<file path="src/rtl/csa_final_adder.sv">
// csa_final_adder: carry-propagate adder for the two carry-save rows of mult.
// The sum is built CHUNK bits per pipeline stage, so each stage ripples a
// carry across at most CHUNK bits. Elastic valid/ready is used on both sides,
// and ready propagates combinationally backward from out_ready.
module csa_final_adder #(
   parameter int unsigned WIDTH = 8,
   parameter int unsigned CHUNK = 4
) (
   input  logic             clk,
   input  logic             rst,
   input  logic             in_valid,
   output logic             in_ready,
   input  logic [WIDTH-1:0] in_row1,
   input  logic [WIDTH-1:0] in_row2,
   output logic             out_valid,
   input  logic             out_ready,
   output logic [WIDTH-1:0] out_sum,
   output logic             out_cout
);

   localparam int unsigned STAGES = WIDTH / CHUNK;

   if (CHUNK == 0 || (WIDTH % CHUNK) != 0) begin : g_bad_chunk
      $error("csa_final_adder: WIDTH must be a non-zero multiple of CHUNK");
   end

   for (genvar k = 0; k < STAGES; k++) begin : g_stage
      logic             v_q;
      logic             carry_q;
      logic [WIDTH-1:0] sum_q;
      logic             adv;
      logic             adv_next;
      logic             v_in;
      logic             cin;
      logic [WIDTH-1:0] row1_in;
      logic [WIDTH-1:0] row2_in;
      logic [WIDTH-1:0] sum_in;
      logic [WIDTH-1:0] sum_nxt;
      logic [CHUNK:0]   slice;

      // Stage 0 is fed by the input port; later stages read their predecessor.
      if (k == 0) begin : g_src
         always_comb begin
            row1_in = in_row1;
            row2_in = in_row2;
            sum_in  = '0;
            cin     = 1'b0;
            v_in    = in_valid && adv;
         end
      end else begin : g_src
         always_comb begin
            row1_in = g_stage[k-1].g_rows.row1_q;
            row2_in = g_stage[k-1].g_rows.row2_q;
            sum_in  = g_stage[k-1].sum_q;
            cin     = g_stage[k-1].carry_q;
            v_in    = g_stage[k-1].v_q;
         end
      end

      // The last stage may advance when the consumer takes its result.
      if (k == STAGES - 1) begin : g_adv
         always_comb adv_next = out_ready;
      end else begin : g_adv
         always_comb adv_next = g_stage[k+1].adv;
      end

      // Add this stage's slice and splice it into the running sum.
      always_comb begin
         adv     = !v_q || adv_next;
         slice   = {1'b0, row1_in[k*CHUNK +: CHUNK]}
                 + {1'b0, row2_in[k*CHUNK +: CHUNK]}
                 + {{CHUNK{1'b0}}, cin};
         sum_nxt = sum_in;
         sum_nxt[k*CHUNK +: CHUNK] = slice[CHUNK-1:0];
      end

      // Valid follows the predecessor on advance; data loads only with a valid item.
      always_ff @(posedge clk) begin
         if (rst) begin
            v_q     <= 1'b0;
            sum_q   <= '0;
            carry_q <= 1'b0;
         end else if (adv) begin
            v_q <= v_in;
            if (v_in) begin
               sum_q   <= sum_nxt;
               carry_q <= slice[CHUNK];
            end
         end
      end

      // Operand rows are only carried forward to stages that still need them.
      if (k < STAGES - 1) begin : g_rows
         logic [WIDTH-1:0] row1_q;
         logic [WIDTH-1:0] row2_q;

         // Capture both rows alongside the partial sum.
         always_ff @(posedge clk) begin
            if (rst) begin
               row1_q <= '0;
               row2_q <= '0;
            end else if (adv && v_in) begin
               row1_q <= row1_in;
               row2_q <= row2_in;
            end
         end
      end
   end

   // Outputs come straight from the last stage; input readiness from the first.
   always_comb begin
      in_ready  = g_stage[0].adv;
      out_valid = g_stage[STAGES-1].v_q;
      out_sum   = g_stage[STAGES-1].sum_q;
      out_cout  = g_stage[STAGES-1].carry_q;
   end

endmodule

</file>
<file path="config.mk">
export PLATFORM = sky130hd
export DESIGN_NAME = csa_final_adder
export DESIGN_NICKNAME = d
export VERILOG_FILES = /design/src/rtl/csa_final_adder.sv
export SDC_FILE = /design/constraint.sdc
export NUM_CORES = 1
export LEC_CHECK = 0
export BUFFER_PORTS_ARGS = -buffer_cell sky130_fd_sc_hd__buf_2
export CORE_MARGIN = 4
export CORE_UTILIZATION = 43
export CTS_BUF_LIST = sky130_fd_sc_hd__clkbuf_8
export CTS_CLUSTER_DIAMETER = 30
export CTS_CLUSTER_SIZE = 28
export DETAILED_ROUTE_END_ITERATION = 8
export GPL_ROUTABILITY_DRIVEN = 0
export PLACE_DENSITY_LB_ADDON = 0.2
export SYNTH_ARGS = -nofsm -noshare
export SYNTH_HDL_FRONTEND = slang
export SYNTH_SLANG_ARGS = --single-unit
</file>
<file path="constraint.sdc">
create_clock -name clk -period 2.2 [get_ports clk]
set_clock_uncertainty 0.1 [all_clocks]
set_input_delay 0.33 -clock clk [delete_from_list [all_inputs] [get_ports clk]]
set_output_delay 0.33 -clock clk [all_outputs]
set_load 0.01 [all_outputs]
</file>
# Word-level counts from Yosys, hierarchy flattened
# Index checks and enable logic that the tools add are counted.
[word_totals]
output_inout_bits = 11
in_bits = 20
word_cells = 19
register_bits = 32
[classes]
reduce_logical = 8
add_sub_neg = 3
[ops]
columns = ["operator", "count"]
rows = [
  ["4-bit by 4-bit adder with 5-bit output", 2],
  ["5-bit by 1-bit adder with 5-bit output", 1],
  ["2-bit AND reduction", 2],
  ["1-bit logical AND", 2],
  ["1-bit logical NOT", 2],
  ["1-bit logical OR", 2],
]

# Depth between registers and ports, before layout
[logic_depth]
depth_word = 5
mapped_depth = 7
ltp_nobuf = 7

# Worst setup path after synthesis
# No wires, ideal clock.
[synth_path]
path_type = "register to register"
from = "reg g_stage[0].carry_q"
to = "reg g_stage[1].sum_q[5], in the netlist out_sum[5]"
setup_time_ns = 0.132
n_path_buf = 0
arrival_ns = 1.368
setup_slack_ns = 0.600
synth_period_minus_slack_ns = 1.600
stages_incl_launch_ff = 7
t_required_ns = 1.968
path_cell_list = "dfxtp_1 inv_1 fa_1 inv_1 fa_1 nand3_1 a21oi_1"
[synth_between]
elab_chain_len = 1
[synth_lines]
columns = ["item", "line_no", "source"]
rows = [
  ["from (decl)", "29", "logic carry_q;"],
  ["from (signal assigned)", "87", "carry_q <= slice[CHUNK];"],
  ["5-bit by 1-bit adder with 5-bit output", "72", "+ {{CHUNK{1'b0}}, cin};"],
  ["net g_stage[1].slice[1]", "39", "logic [CHUNK:0] slice;"],
  ["to (signal assigned)", "86", "sum_q <= sum_nxt;"],
  ["to (decl)", "30", "logic [WIDTH-1:0] sum_q;"],
]
# The timed path passes the listed nets, and every way through them passes these cells.
# A chain may end at the register's enable or synchronous reset.

# Worst setup path in the final report
# Ends and elaborated chain as after synthesis.

==> results.txt <==
The number of antenna repair diodes was 0; the post-synthesis area per instance was 8.68 um2. The worst setup path is launched from a flip-flop. The area share of the leading cell type in the synthesized netlist was 0.401. The cell count after synthesis came out at 138.

For the number of H-tree levels, the log shows 1. The tools report the launching element of the worst setup path as g_stage[0].carry_q. The total net switching power came out at 0.223 mW. The tools report the layout net count as 196.

The ratio of cells with drive above 1 in the final layout works out to 0.244. The number of pins exceeding their max-slew limit in the final report is 0, and the count of input and output buffers is 30. In the layout the commonest cells are sky130_fd_sc_hd__buf_2 (30), sky130_fd_sc_hd__a21oi_1 (25), sky130_fd_sc_hd__dfxtp_1 (24). The tools report the portion of total power attributed to combinational logic as 0.169.

The tools report the number of antenna violations at the first check in global routing as 0. The setup TNS after final layout was 0 ns. TritonCTS built the clock tree. The per-cell routed wire length came out at 13.4 um. For the amount of wire on met2 after detailed routing, the log shows 1210 um. For this block, wires on met1 add up to 1190 um. Detailed placement ended at an HPWL of 2000 um. The first global-routing pass estimated 4420 um of wire. The clock latency at the later pin of the worst-skew pair came out at 0.26 ns. The multi-input combinational cells in the finished layout cover a total of 633 um2. The tools report the clock share of power as 0.286.

The via count was 1055. The biggest area contributor in the post-synthesis netlist is sky130_fd_sc_hd__dfxtp_1. In the detailed route, the total length drawn on met3 is 159 um. The switching share of power was 0.255; the total placed instance area was 1360 um2.

The cell area that synthesis handed to floorplanning was 1200 um2. Measured along the x axis, the die boundary spans 60.8 um. For this design the static power due to leakage is 0.627 nW. The run gives 0 as the post-CTS resize count. The most common cell after layout, fill and taps aside is sky130_fd_sc_hd__buf_2. The die covers 3690 um2. The origin of the worst min-delay path was in_row1[6]. The cell row count was 18; the final critical-path required period was 1.68 ns. The total setup buffers inserted after CTS is 0, and the actual slew at the worst max-slew pin is 0.470 ns. The final hold violation count was 0; the unique cell type count in the Yosys netlist was 29. STA classifies the critical path endpoint as a flip-flop.

For this design the ratio of total power to cell area is 621 nW/um2. The worst slew slack as a fraction of its limit came out at 0.687. Setup violations remaining at the end of the flow were counted as 0.

For the number of buffers inserted by hold repair at cts, the log shows 0. The worst supply voltage drop on vdd is 0.000356 V. Ranked by total cell area, the synthesized netlist is headed by sky130_fd_sc_hd__dfxtp_1 (40%), sky130_fd_sc_hd__a21oi_1 (10%), sky130_fd_sc_hd__ha_1 (7.3%). Type of the tightest min-delay check: in -> reg. The number of nets in the synthesized netlist is 168. The finished cells cover 1400 um2. The number of max-capacitance violations reported is 0. The startpoint identified for the worst register-to-register timing path is g_stage[0].carry_q. After detailed routing, the total wire length is 2590 um.

The logs give 0.401 for the share of the yosys chip area belonging to registers and 2.23 ns for the required arrival time at the worst endpoint. For this design, the sink count on the clock tree is 24. The setup path with the least slack is of type reg -> reg.

The via-per-instance ratio came out at 5.44. The logs give 0.157 for the global-route usage over all layers and 27 for the maximum number of pins on one net before global-route repair. The number of global-route vias before repair came out at 993.

For the first-iteration detailed-routing DRC count, the log shows 29. In this run the remaining antenna-violating nets after routing total 0. The period utilization works out to 0.762. For the worst setup path, the data arrival time is 1.71 ns. Synthesis inferred 24 register bits. During synthesis, Yosys emitted a total of 0 warnings. The run gives 3 as the number of clock buffers inserted by TritonCTS. The top routing layer in use is met4. Global routing finished with a remaining overflow of 0. The logs give 2570 um2 for the area of the core and 6 for the number of detailed-routing iterations run before antenna repair. The master cell of the clock root buffer is sky130_fd_sc_hd__clkbuf_8. The residual DRC count was 0; the worst-case clock buffer depth was 2. For this design the top-level I/O count stands at 31. The register share of total power was 0.545; the die height was 60.8 um. The logs give 0.466 for the initial cell density of the core and 259 for the number of fillers in the final layout. Compared with the post-synthesis result, the final layout area differs by 17.1%. The internal power of the cells totals 0.649 mW. Registers take 480 um2. Largest fanout of any net on the critical path: 2. The run finished with clean final reports.

Clock transition at the registers of the reported paths: 0.08 ns. Setup repair after global routing left no endpoint under its margin. The maximum clock rate was 597 MHz.
[synthesized netlist by cell type]
master,count
sky130_fd_sc_hd__dfxtp_1,24
sky130_fd_sc_hd__o211ai_2,1
sky130_fd_sc_hd__nand4_1,1
sky130_fd_sc_hd__clkbuf_1,5
sky130_fd_sc_hd__nand2_1,2
sky130_fd_sc_hd__and3b_1,1
sky130_fd_sc_hd__nand2b_1,1
sky130_fd_sc_hd__nor2b_1,1
sky130_fd_sc_hd__a311oi_1,1
sky130_fd_sc_hd__buf_2,4
sky130_fd_sc_hd__inv_2,3
sky130_fd_sc_hd__fa_1,3
sky130_fd_sc_hd__a2111o_1,2
sky130_fd_sc_hd__o221ai_1,1
sky130_fd_sc_hd__a21o_1,2
sky130_fd_sc_hd__a21oi_1,25
sky130_fd_sc_hd__o21ai_0,1
sky130_fd_sc_hd__nand3b_1,2
sky130_fd_sc_hd__or2_0,1
sky130_fd_sc_hd__inv_1,9
sky130_fd_sc_hd__nor2_1,2
sky130_fd_sc_hd__o211ai_1,1
sky130_fd_sc_hd__or4_4,1
sky130_fd_sc_hd__xnor2_1,2
sky130_fd_sc_hd__o21ai_1,15
sky130_fd_sc_hd__nand3_1,15
sky130_fd_sc_hd__and2b_1,1
sky130_fd_sc_hd__ha_1,7
sky130_fd_sc_hd__a211oi_1,4
[sequential cells by signal, indices dropped and copies added, names as in the netlist]
| name | flops |
|---|---|
| g_stage.carry_q | 1 |
| out_cout | 1 |
| g_stage.sum_q | 4 |
| out_sum | 8 |
| g_stage.g_rows.row2_q | 4 |
| g_stage.v_q | 1 |
| g_stage.g_rows.row1_q | 4 |
| out_valid | 1 |
[routing by layer]
metal	up-vias	global-route usage
met5	-	0
met4	0	0.0557
met3	4	0.0277
met2	27	0.247
met1	480	0.215
li1	544	-
[worst max-delay path: stages, from the launching register on]
cell	delay (ns)
sky130_fd_sc_hd__dfxtp_1	0.33
sky130_fd_sc_hd__inv_1	0.06
sky130_fd_sc_hd__fa_1	0.43
sky130_fd_sc_hd__inv_1	0.08
sky130_fd_sc_hd__fa_1	0.40
sky130_fd_sc_hd__nand3_1	0.09
sky130_fd_sc_hd__a21oi_1	0.07
[power by group through the flow]
stage / Combinational (mW) / Clock, mW / Sequential, mW
after floorplan: 0.0954 / 0 / 0.487
after global placement: 0.145 / 0 / 0.485
after detailed placement: 0.149 / 0 / 0.486
after CTS: 0.149 / 0.260 / 0.475
after global routing: 0.169 / 0.269 / 0.478
final: 0.147 / 0.250 / 0.475
[through the flow]
stage               worst slack (ns)  instances  total power [mW]   util  hold WS, ns
floorplan                      0.600        138             0.582      -        0.344
global placement               0.503        191             0.630  0.530        0.366
detailed placement             0.486        191             0.634  0.530        0.373
CTS                            0.536        194             0.884  0.546        0.208
global route                   0.393        194             0.917  0.546        0.222
finish                         0.524        194             0.871  0.546        0.214
[cell families (layout without fill, tap and decap cells)]
kind of cell	after synthesis	in the layout	synth area share
compound gates	53	53	0.259
xor+xnor	2	2	0.0146
fa+ha+maj	10	10	0.123
buf+inv	21	47	0.0700
flops	24	24	0.401
simple gates	28	28	0.132
[layout make-up]
cell class,count,area share
multi-input cells,93,0.451
flip-flops and latches,24,0.343
repair buffers,32,0.118
inverters,12,0.0321
clock buffers,3,0.0294
well taps,30,0.0268
[path summary, 6_finish.rpt]
check	end	slack [ns]	cells past startpoint
worst max-delay path	out_sum[5]	0.52	6
worst min-delay path	g_stage[0].g_rows.row1_q[6]	0.21	3
worst max register to register	out_sum[5]	0.52	6
worst min register to register	out_sum[2]	0.38	2
Power figures use the tool's default switching activity.
